$ cat src/rtl/run_controller.sv
// Bring-up run controller: sequences CPU reset, counts cycles/retires,
// captures the first TRACE_DEPTH commits and decides pass/fail on halt or timeout.
//
// state  | meaning
// S_HOLD | CPU held in reset while the hold counter runs
// S_RUN  | CPU running; counters, trace and shadows update
// S_DONE | run ended by halt or timeout; CPU frozen, everything holds
module run_controller #(
  parameter int              XLEN        = 32,
  parameter int              RST_CYCLES  = 10,
  parameter int              TRACE_DEPTH = 16,
  parameter int              MAX_CYCLES  = 10000,
  parameter logic [31:0]     HALT_INST   = 32'h00000073,
  parameter logic [XLEN-1:0] PASS_VALUE  = '0
) (
  input  logic                         clk_i,
  input  logic                         rst_i,
  output logic                         cpu_rst_o,
  input  logic                         commit_valid_i,
  input  logic [XLEN-1:0]              commit_pc_i,
  input  logic [31:0]                  commit_inst_i,
  input  logic                         wb_en_i,
  input  logic [4:0]                   wb_addr_i,
  input  logic [XLEN-1:0]              wb_data_i,
  input  logic [$clog2(TRACE_DEPTH)-1:0] trace_raddr_i,
  output logic [XLEN-1:0]              trace_pc_o,
  output logic [31:0]                  trace_inst_o,
  output logic [$clog2(TRACE_DEPTH):0] trace_count_o,
  output logic [31:0]                  cycle_count_o,
  output logic [31:0]                  retire_count_o,
  output logic [XLEN-1:0]              ra_value_o,
  output logic [XLEN-1:0]              a0_value_o,
  output logic                         done_o,
  output logic                         timeout_o,
  output logic                         pass_o
);

  localparam int              AW        = $clog2(TRACE_DEPTH);
  localparam int              HW        = (RST_CYCLES > 1) ? $clog2(RST_CYCLES) : 1;
  localparam logic [HW-1:0]   HOLD_LAST = HW'(RST_CYCLES - 1);
  localparam logic [31:0]     CYC_LAST  = 32'(MAX_CYCLES - 1);
  localparam logic [AW:0]     DEPTH     = (AW+1)'(TRACE_DEPTH);

  typedef enum logic [1:0] {S_HOLD, S_RUN, S_DONE} state_e;

  state_e            state_q, state_d;
  logic [HW-1:0]     hold_cnt_q, hold_cnt_d;
  logic [31:0]       cycle_q, cycle_d;
  logic [31:0]       retire_q, retire_d;
  logic [AW:0]       tcount_q, tcount_d;
  logic [XLEN-1:0]   ra_q, ra_d;
  logic [XLEN-1:0]   a0_q, a0_d;
  logic              timeout_q, timeout_d;
  logic              pass_q, pass_d;
  logic              trace_we;
  logic              halt;
  logic [XLEN-1:0]   a0_fwd;

  logic [XLEN-1:0]   pc_mem   [TRACE_DEPTH];
  logic [31:0]       inst_mem [TRACE_DEPTH];

  always_comb begin
    state_d    = state_q;
    hold_cnt_d = hold_cnt_q;
    cycle_d    = cycle_q;
    retire_d   = retire_q;
    tcount_d   = tcount_q;
    ra_d       = ra_q;
    a0_d       = a0_q;
    timeout_d  = timeout_q;
    pass_d     = pass_q;
    trace_we   = 1'b0;
    halt       = commit_valid_i && (commit_inst_i == HALT_INST);
    // pass compare must see a writeback to x10 landing in the halt cycle
    a0_fwd     = (wb_en_i && wb_addr_i == 5'd10) ? wb_data_i : a0_q;

    case (state_q)
      S_HOLD: begin
        hold_cnt_d = hold_cnt_q + HW'(1);
        if (hold_cnt_q == HOLD_LAST) begin
          hold_cnt_d = '0;
          state_d    = S_RUN;
        end
      end
      S_RUN: begin
        if (cycle_q != '1) cycle_d = cycle_q + 32'd1;
        if (commit_valid_i) begin
          if (retire_q != '1) retire_d = retire_q + 32'd1;
          if (tcount_q < DEPTH) begin
            trace_we = 1'b1;
            tcount_d = tcount_q + (AW+1)'(1);
          end
        end
        if (wb_en_i && wb_addr_i == 5'd1)  ra_d = wb_data_i;
        if (wb_en_i && wb_addr_i == 5'd10) a0_d = wb_data_i;
        if (halt) begin
          state_d = S_DONE;
          pass_d  = (a0_fwd == PASS_VALUE);
        end else if (cycle_q == CYC_LAST) begin
          state_d   = S_DONE;
          timeout_d = 1'b1;
        end
      end
      S_DONE: ;
      default: state_d = S_HOLD;
    endcase
  end

  always_ff @(posedge clk_i) begin
    if (rst_i) begin
      state_q    <= S_HOLD;
      hold_cnt_q <= '0;
      cycle_q    <= '0;
      retire_q   <= '0;
      tcount_q   <= '0;
      ra_q       <= '0;
      a0_q       <= '0;
      timeout_q  <= 1'b0;
      pass_q     <= 1'b0;
    end else begin
      state_q    <= state_d;
      hold_cnt_q <= hold_cnt_d;
      cycle_q    <= cycle_d;
      retire_q   <= retire_d;
      tcount_q   <= tcount_d;
      ra_q       <= ra_d;
      a0_q       <= a0_d;
      timeout_q  <= timeout_d;
      pass_q     <= pass_d;
    end
  end

  // Trace storage carries no reset; tcount_q alone defines which entries are valid.
  always_ff @(posedge clk_i) begin
    if (trace_we && !rst_i) begin
      pc_mem[tcount_q[AW-1:0]]   <= commit_pc_i;
      inst_mem[tcount_q[AW-1:0]] <= commit_inst_i;
    end
  end

  assign trace_pc_o     = pc_mem[trace_raddr_i];
  assign trace_inst_o   = inst_mem[trace_raddr_i];
  assign trace_count_o  = tcount_q;
  assign cycle_count_o  = cycle_q;
  assign retire_count_o = retire_q;
  assign ra_value_o     = ra_q;
  assign a0_value_o     = a0_q;
  assign cpu_rst_o      = (state_q != S_RUN);
  assign done_o         = (state_q == S_DONE);
  assign timeout_o      = timeout_q;
  assign pass_o         = pass_q;

endmodule

$ cat config.mk
export PLATFORM = sky130hd
export DESIGN_NAME = run_controller
export DESIGN_NICKNAME = d
export VERILOG_FILES = /design/src/rtl/run_controller.sv
export SDC_FILE = /design/constraint.sdc
export NUM_CORES = 1
export LEC_CHECK = 0
export ABC_CLOCK_PERIOD_IN_PS = 4600
export BUFFER_PORTS_ARGS = -buffer_cell sky130_fd_sc_hd__buf_2
export CORE_MARGIN = 2
export CORE_UTILIZATION = 54
export DETAILED_ROUTE_END_ITERATION = 7
export PLACE_DENSITY = 0.74
export REMOVE_ABC_BUFFERS = 1
export SLEW_MARGIN = 10
export SYNTH_ARGS = -nofsm -noshare
export SYNTH_HDL_FRONTEND = slang
export SYNTH_SLANG_ARGS = --single-unit
$ cat constraint.sdc
create_clock -name clk_i -period 4.6 [get_ports clk_i]
set_input_delay 0.46 -clock clk_i [delete_from_list [all_inputs] [get_ports clk_i]]
set_output_delay 0.46 -clock clk_i [all_outputs]
set_load 0.02 [all_outputs]
### After elaboration in Yosys (flattened, before gate mapping)

Memory sizes are Yosys's and may differ from the RTL's.
Index checks and enable logic that the tools add are counted.

* register bits after elaboration: 141
* latch bits: 0
* memory bits (writable): 1024
* ROM bits: 0
* input port bits: 109
* output and inout bits: 201
* logic and storage cells: 55
* memories kept: 2

* $add $sub $neg: 4
* multiply operators: 0
* divide/modulo/power cells: 0
* $lt $le $gt $ge: 1
* equal/unequal tests: 12
* shift operators: 0
* multiplexer cells: 11
* bitwise gates (word level): 2
* reductions and logical operators: 14

Memories
* inst_mem: words 16, width 32, read ports 1, clocked after Yosys merged registers in 0, wr ports 1, line 60 `logic [31:0] inst_mem [TRACE_DEPTH];`
* pc_mem: words 16, width 32, read ports 1, clocked after Yosys merged registers in 0, wr ports 1, line 59 `logic [XLEN-1:0] pc_mem [TRACE_DEPTH];`

Operator list (number)
* $add A32 B1 Y32 const B: 2
* $ne A32 B32 Y1 const B: 2
* $eq A32 B14 Y1 const B: 1
* $eq A32 B7 Y1 const B: 1
* $logic_not A32 Y1: 1
* $mux W32: 1
* $reduce_and A3 Y1: 4
* $mux W2: 3
* $pmux W2 S3: 1
* $reduce_and A2 Y1: 3
* $add A5 B1 Y5 const B: 1
* $eq A5 B1 Y1 const B: 1
* $eq A5 B4 Y1 const B: 1
* $lt A5 B5 Y1 const B: 1
* $mux W1: 5
* $add A4 B1 Y4 const B: 1
* $eq A4 B4 Y1 const B: 1
* $logic_and A1 B1 Y1: 4
* $mux W4: 1
* $ne A3 B3 Y1 const B: 1
* $eq A2 B1 Y1 const B: 1
* $eq A2 B2 Y1 const B: 1
* $logic_not A2 Y1: 1
* $ne A2 B1 Y1 const B: 1
* 3 further kinds: 4

### Depth between registers and ports, before layout

Gate-level depths: netlist of the first run.

* depth after elaboration: 7
* gate-level depth with buffers: 8
* gate-level depth less buffers: 6

### Worst setup path before layout of the first run

Ideal clock, no wire load.

* path type: input to register
* from: input rst_i
* to: memory inst_mem[10][0], enable pin
* setup time: 0.486 ns
* arrival time: 4.016 ns
* data required time: 4.114 ns
* path slack: 0.097 ns
* cell stages on the path: 4
* path buffers: 2
* cells stage by stage: clkbuf_1 -> clkbuf_1 -> or3b_2 -> nor2_1

* longest elaborated chain between the ends: 4

Ends and longest elaborated chain
* from (decl): line 17 `input logic rst_i,`
* $logic_not A1 Y1: line 135 `if (trace_we && !rst_i) begin`
* $logic_and A1 B1 Y1: line 135
* $mux W1: line 135
* $mux W1 (implied by the code): line 137 `inst_mem[tcount_q[AW-1:0]] <= commit_inst_i;`
* to (decl): line 60

Every way passes these cells.

### Worst setup path in the final report of the first run

* from: input trace_raddr_i[0]
* to: output trace_inst_o[30]

* longest elaborated chain between the ends: 1

Ends and longest elaborated chain
* from (decl): line 25 `input logic [$clog2(TRACE_DEPTH)-1:0] trace_raddr_i,`
* $mem_v2 Z16 W32
* to (decl): line 27 `output logic [31:0] trace_inst_o,`

Every way passes these cells.

==> results of run 1 <==
## worst max-delay path by stage
stage,depth (start not counted),endpoint,slack (ns),from
2_1_floorplan,4,inst_mem[15][0]$_DFFE_PP_,0.33,commit_valid_i
3_3_place_gp,5,trace_inst_o[30],1.62,trace_raddr_i[0]
3_5_place_dp,5,trace_inst_o[30],1.59,trace_raddr_i[0]
4_1_cts,5,trace_inst_o[30],1.55,trace_raddr_i[0]
5_1_grt,6,retire_count_o[6]$_SDFFE_PP0P_,1.26,retire_count_o[0]$_SDFFE_PP0P_
6_report,5,trace_inst_o[30],1.59,trace_raddr_i[0]
## flip-flops by register name, indices dropped and copies added, names as in the netlist
name / flops
inst_mem: 512
pc_mem: 512
a0_value_o: 32
cycle_count_o: 32
ra_value_o: 32
retire_count_o: 32
trace_count_o: 5
hold_cnt_q: 4
state_q: 2
pass_o: 1
timeout_o: 1
## per-layer routing
metal,vias to the layer above,share of wire [%],global-route usage (%)
met4,10,2.2,6.663
met2,1043,50,40.43
met5,-,0.064,0
li1,9973,-,-
met3,149,7.5,4.240
met1,12338,40,34.35
## cells in the mapped netlist, drive strengths merged (27+ instances only)
cell type,count,area (um^2)
mux4,320,7207
a21oi,111,555.5
o21ai,32,160.2
nor2,61,229.0
buf,40,197.7
nand2,164,615.6
dfxtp,141,2823
nand3,27,135.1
edfxtp,1024,30750
nor4,33,221.5
clkbuf,75,282.8
or3,33,206.5
## area by class of cell
| cell class | count | area (um^2) | area share (%) |
|---|---|---|---|
| Tap cell | 1070 | 1339 | 2.579 |
| Clock buffer | 150 | 3134 | 6.038 |
| Timing Repair Buffer | 351 | 2127 | 4.098 |
| Sequential cell | 1165 | 33570 | 64.68 |
| Antenna cell | 6 | 15.01 | 0.02892 |
| Clock inverter | 69 | 833.3 | 1.605 |
| Inverter | 16 | 60.06 | 0.1157 |
| Multi-Input combinational cell | 945 | 10830 | 20.86 |
## metrics by stage
step / cells / setup slack, ns
after floorplan: 2126 / 0.3306
after global placement: 3547 / 1.622
after detailed placement: 3547 / 1.589
after CTS: 3766 / 1.547
after global routing: 3768 / 1.261
final: 3772 / 1.591
## power groups by stage
stage          sequential [uW]  clock, uW  combinational (uW)
3_5_place_dp             11700          0                 911
6_report                 11500       9700                 899
2_1_floorplan            11700          0                 408
4_1_cts                  11500       9870                 916
3_3_place_gp             11700          0                 888
5_1_grt                  11500      10300                 963
## cells in the final DEF (no fill, tap or decap), types with 31 or more instances in the layout
cell | netlist | final
nor2_1 | 61 | 44
mux4_2 | 320 | 320
nand2_1 | 164 | 164
o21ai_0 | 32 | 32
nor4_1 | 32 | 31
a21oi_1 | 111 | 111
or3_1 | 33 | 33
edfxtp_1 | 1024 | 1024
dfxtp_1 | 141 | 141
clkbuf_16 | 0 | 118
buf_2 | 29 | 304
## tightest hold or removal path, delay by kind of cell
family / cells / cell delay, ns
simple gates: 1 / 0.05
compound gates: 1 / 0.05
buf+inv: 1 / 0.11
## cells by family (layout without fill, tap and decap cells)
family / after synthesis / in the layout / synth area share (%)
XOR/XNOR: 16 / 16 / 0.3127
AND/OR/NAND/NOR: 417 / 417 / 4.791
other: 0 / 6 / 0
adder cells (fa/ha/maj): 6 / 6 / 0.1675
buffers and inverters: 131 / 586 / 1.206
multiplexers: 328 / 328 / 16.29
AO/OA/AOI/OAI: 178 / 178 / 2.315
flip-flops: 1165 / 1165 / 74.92
==> summary.md, run 1 <==
| Metric | Value |
|---|---|
| Tightest Hold Check Type | `primary input to register` |
| Cell family with most CP delay | `multiplexers` |
| Gp weighted congestion | `between 0.9 and 1` |
| GRT overflow | `0` |
| Hold Fails Final Rpt | `0` |
| Clock-pin slew on the worst setup and hold paths | `approximately 0.07 ns` |
| Max clock buf depth | `3` |
| Post-layout util | `around 63%` |
| Top cell by count, worst path | `mux4_2` |
| Initial Util | `between 50 and 60%` |
| LEAKAGE | `about 0.017 uW` |
| Vias in the first global route | `approximately 24000` |
| Hold_ws | `0.04252 ns` |
| Ratio of final minimum period to clock period | `between 60% and 70%` |
| CTS H-Tree Depth | `3` |
| WHS Path Cells | `3` |
| Cts bufs inserted | `~120` |
| DRT Wirelength | `a little over 100 mm` |
| Vias per cell | `between 6 and 7` |
| Crit path largest cell delay | `approximately 0.60 ns` |
| CTS tree | `yes` |
| Critical hold path startpoint | `wb_data_i[21]` |
| Remaining DRCs | `0` |
| Post-synth EDFFs | `1024` |
| Cell count of the worst reg-to-reg path | `5` |
| Post-CTS Setup Inserts | `0` |
| R2r endpoint | `ra_value_o[7]$_SDFFE_PP0P_` |
| NumNets Final | `2709` |
| Crit Path Max Fanout | `29` |
| Largest net degree at the start of global routing | `94` |
| Final setup skew | `0.01701 ns` |
| RSZ-0062 raised after global routing | `false` |
| Via count of the routed design | `~24000` |
| Reg power frac | `52.0%` |
| Cell area power density | `roughly 430 mW/mm^2` |
| Fillers | `between 5000 and 6000` |
| Minimum clock period | `approximately 3.0 ns` |
| CP bufs+invs | `3` |
| Switch Pwr | `4452 uW` |
| Top Ports | `310` |
| Prevailing post-synth register cell | `edfxtp_1` |
| Crit path capture type | `output pin` |
| Cells after Synth | `approximately 2200` |
| GRT Util Overall | `approximately 25%` |
| Core area | `around 0.082 mm^2` |
| Hold EP | `a0_value_o[21]$_SDFFE_PP0P_` |
| Final std cell area, no fill | `0.05191 mm^2` |
| Syn Std Cell Area | `~0.045 mm^2` |
| Initial DRC count | `between 2000 and 2500` |
| Die Span X | `~300 um` |
| Root Buffer | `clkbuf_16` |
| Switching share of power | `between 20% and 30%` |
| Logic pwr share | `under 10%` |
| Post-CTS sizing | `0` |
| Clock share of power | `a little over two fifths` |
| Setup violators final | `0` |
| Slew headroom | `between 10% and 20%` |
| Peak supply drop | `340.0 uV` |
| Outcome | `finished clean` |
| #FFs+latches synth | `approximately 1200` |
| Dpl hpwl | `roughly 58 mm` |
| Slowest-stage cell, CP | `mux4_2` |
| Setup TNS | `0 ns` |
| I/O Buffers | `between 300 and 400` |
| Clock sinks | `between 1000 and 1500` |
| Max-cap check violation count | `0` |
| Initial antenna violation count | `11` |
| Reg2reg setup slack | `around 1.6 ns` |
| Critical path cell sequence | `buf_8 > buf_4 > mux4_2 > mux4_2 > buf_2` |
| WS Path Type | `primary input to output pin` |
| Slew @ Worst Pin | `between 1 and 1.5 ns` |
| Pint | `roughly 18000 uW` |
| Fin. max-slew vios | `0` |
| Post-synth ARST share | `0%` |
| Worst r2r src | `state_q[0]$_SDFFE_PP0P_` |
| Worst Setup Start Kind | `primary input` |
| Sequential area share after synthesis | `between 70% and 80%` |
| Clk Latency, worst-skew pair | `~0.67 ns` |
| Chip Height | `approximately 290 um` |
| Count of different cell masters after synthesis | `slightly below 60` |
| Total power draw | `22080 uW` |
| Post-route ant nets | `0` |
| 1st-pass router iterations | `8` |
| Synth warnings | `0` |
| Row count | `between 100 and 150` |
| First-pass GRT wire length | `approximately 160 mm` |
| Area grow syn2layout | `15.84%` |
| Share of cells above drive strength 1 | `between 30% and 40%` |
| DP Area | `about 0.048 mm^2` |
| Die ar. | `~0.085 mm^2` |
| DR WL/cell | `between 20 and 30 um` |
| Hold_buf cts | `0` |
| Avg Inst Size Synth | `about 20 um^2` |
| WP data required | `4.14 ns` |
| Maximum clock frequency | `0.3324 GHz` |
| Worst Path Arrival | `between 2 and 3 ns` |
Note: power is estimated with default switching activity, not from simulation.
==> run 2, diff against run 1 <==
--- a/config.mk
+++ b/config.mk
@@ -5,7 +5,7 @@
 export SDC_FILE = /design/constraint.sdc
 export NUM_CORES = 1
 export LEC_CHECK = 0
-export ABC_CLOCK_PERIOD_IN_PS = 4600
+export ABC_CLOCK_PERIOD_IN_PS = 2700
 export BUFFER_PORTS_ARGS = -buffer_cell sky130_fd_sc_hd__buf_2
 export CORE_MARGIN = 2
 export CORE_UTILIZATION = 54
==> constraint.sdc (replaced) <==
create_clock -name clk_i -period 2.7 [get_ports clk_i]
set_input_delay 0.27 -clock clk_i [delete_from_list [all_inputs] [get_ports clk_i]]
set_output_delay 0.27 -clock clk_i [all_outputs]
set_load 0.02 [all_outputs]
==> run 2 against run 1 <==
Global-route usage rose by 1.2 points. Core utilization up 2.2 points. Sequential share of layout area down 2.2 points. Wire length increased by 5.3%. Largest cell class unchanged. Highest routed layer unchanged.
==> summary.md, run 2 (synthesis gave the netlist of run 1 again) <==
| Metric | Value |
|---|---|
| Outcome | `finished clean` |
| Post-CTS Setup Inserts | `0 (unchanged)` |
| WS Path Type | `register to output pin` |
| Clock-pin slew on the worst setup and hold paths | `0.06 ns (about the same)` |
| GRT overflow | `0 (unchanged)` |
| Via count of the routed design | `24630 (+4.8%)` |
| Setup violators final | `0 (unchanged)` |
| Ratio of final minimum period to clock period | `96.11%` |
| Area grow syn2layout | `19.89%` |
| I/O Buffers | `309 (unchanged)` |
| Fin. max-slew vios | `0 (unchanged)` |
| Initial Util | `54.58% (unchanged)` |
| Share of cells above drive strength 1 | `33.53% (+0.26 points)` |
| Chip Height | `292.1 um (unchanged)` |
| Root Buffer | `clkbuf_16` |
| Cell area power density | `685.5 mW/mm^2 (+61%)` |
| Critical hold path startpoint | `commit_inst_i[30]` |
| Core area | `0.08211 mm^2 (unchanged)` |
| CTS H-Tree Depth | `3 (unchanged)` |
| Worst r2r src | `state_q[1]$_SDFFE_PP0P_` |
| Crit path capture type | `output pin` |
| Post-layout util | `65.43% (+2.2 points)` |
| Dpl hpwl | `63.51 mm (+9.9%)` |
| Maximum clock frequency | `between 0.3 and 0.4 GHz` |
| WP data required | `2.43 ns (-1.71 ns)` |
| Die Span X | `292.1 um (unchanged)` |
| R2r endpoint | `ra_value_o[28]$_SDFFE_PP0P_` |
| Register area | `0.03357 mm^2 (about the same)` |
| Minimum clock period | `2.595 ns` |
| Peak supply drop | `526.8 uV (+55%)` |
| Top Ports | `310 (unchanged)` |
| Cts bufs inserted | `112 (-2.6%)` |
| CTS tree | `yes` |
| Initial DRC count | `2424 (+14%)` |
| Post-route ant nets | `0 (unchanged)` |
| Crit Path Max Fanout | `1 (-97%)` |
| Hold EP | `inst_mem[9][30]$_DFFE_PP_` |
| Row count | `105 (unchanged)` |
| Vias in the first global route | `25307 (+4.8%)` |
| DRT Wirelength | `109.1 mm (+5.3%)` |
| Slew headroom | `51.30% (+32 points)` |
| LEAKAGE | `0.01760 uW (+4.7%)` |
| Clk Latency, worst-skew pair | `0.69 ns (+0.02 ns)` |
| First-pass GRT wire length | `161.9 mm (+4.3%)` |
| Worst Path Arrival | `2.33 ns (-0.22 ns)` |
| Cell count of the worst reg-to-reg path | `9 (+4)` |
| NumNets Final | `2883 (+6.4%)` |
| Final setup skew | `0.01709 ns (+0.00007990 ns)` |
| Die ar. | `0.08530 mm^2 (unchanged)` |
| Gp weighted congestion | `0.9176 (about the same)` |
| RSZ-0062 raised after global routing | `false` |
| Tightest Hold Check Type | `primary input to register` |
| Reg2reg setup slack | `0.13 ns (-1.48 ns)` |
| Clock sinks | `1165 (unchanged)` |
| Worst Setup Start Kind | `register` |
| 1st-pass router iterations | `6 (-2)` |
| Max clock buf depth | `3 (unchanged)` |
| Vias per cell | `6.264 (+0.49%)` |
| Remaining DRCs | `0 (unchanged)` |
| Fillers | `5218 (-4.9%)` |
| GRT Util Overall | `25.71% (+1.2 points)` |
| Largest net degree at the start of global routing | `105 (+12%)` |
| Initial antenna violation count | `6 (-5)` |
| Hold Fails Final Rpt | `0 (unchanged)` |
| Multi-input gate area in the final layout | `0.01084 mm^2 (about the same)` |
| DR WL/cell | `27.75 um (+1.0%)` |
| Slew @ Worst Pin | `0.7239 ns (-0.4855 ns)` |
| Most frequent cells in the layout | `1024 x edfxtp_1, 320 x mux4_2, 304 x buf_2` |
| Hold_ws | `0.04535 ns (+0.002833 ns)` |
| Max-cap check violation count | `0 (unchanged)` |
| WHS Path Cells | `1 (-2)` |
| Most common cell after layout, fill and taps aside | `edfxtp_1` |
run 2: cell count changes in the layout (fill, tap and decap cells not counted), moves of 2 or more:
cell           delta
clkinv_1         +15
clkinv_2          -8
clkinv_4          -2
dlygate4sd3_1    +97
clkinvlp_4        +5
clkbuf_1          -7
clkbuf_8          -6
clkinv_8          -2
bufinv_16         -5
clkbuf_16         -4
diode_2           -4
buf_4            +35
buf_12           +44
run 2: area by class of cell:
class                      instances  area share, %
multi-input combinational        945          20.17
inverter                          16         0.1118
antenna                            2       0.009315
sequential                      1165          62.49
tap                             1070          2.492
clock inverter                    74          1.376
clock buffer                     132          5.435
timing repair buffer             528          7.916
run 2: critical path, cell delays in order, from the launching register on:
cell and delay, ns:
edfxtp_1 0.37, mux4_2 0.49, mux4_2 0.58, buf_2 0.21
run 2: power breakdown:
part	leakage, uW	switching, uW	internal [uW]	total (uW)
Clock	0.00176	6640	8900	15500
Combinational	0.00550	943	792	1740
Sequential	0.0103	4.50	19600	19600
run 2: per-stage QoR:
step | worst slack, ns | std cells | instance area (um^2) | total power [uW] | TNS, ns
5_1_grt | 0.02535 | 3931 | 53720 | 37780 | 0
3_3_place_gp | -0.06694 | 3627 | 49080 | 21520 | -0.1214
3_5_place_dp | -0.1188 | 3627 | 49080 | 21570 | -0.3893
4_1_cts | 0.07372 | 3930 | 53710 | 37060 | 0
2_1_floorplan | -1.515 | 2126 | 44330 | 20650 | -1541.35
6_report | 0.1049 | 3932 | 53730 | 36830 | 0
run 2: how the worst max path moves through the flow:
stage,start,to,slack (ns),depth (start not counted)
6_report,inst_mem[2][23]$_DFFE_PP_,trace_inst_o[23],0.10,3
5_1_grt,state_q[1]$_SDFFE_PP0P_,ra_value_o[2]$_SDFFE_PP0P_,0.03,9
4_1_cts,state_q[0]$_SDFFE_PP0P_,ra_value_o[28]$_SDFFE_PP0P_,0.07,8
3_5_place_dp,commit_inst_i[29],state_q[1]$_SDFFE_PP0P_,-0.12,8
3_3_place_gp,commit_inst_i[26],state_q[1]$_SDFFE_PP0P_,-0.07,8
2_1_floorplan,state_q[1]$_SDFFE_PP0P_,inst_mem[15][0]$_DFFE_PP_,-1.51,4
run 2: metal layers:
metal | up-vias | share of wire (%) | wire length (um) | global-route usage (%)
met3 | 176 | 8.2 | 8911 | 4.681
met2 | 1264 | 52 | 56260 | 44.26
li1 | 10319 | - | - | -
met4 | 8 | 2.1 | 2286 | 6.626
met5 | - | 0.049 | 54 | 0
met1 | 12863 | 38 | 41620 | 34.17
run 2: what timing repair did:
action / CTS / global route
endpoints found under the setup margin: 0 / 6
resized for setup: 0 / 4
endpoints found under the hold margin: 1026 / 0
hold buffers: 97 / 0
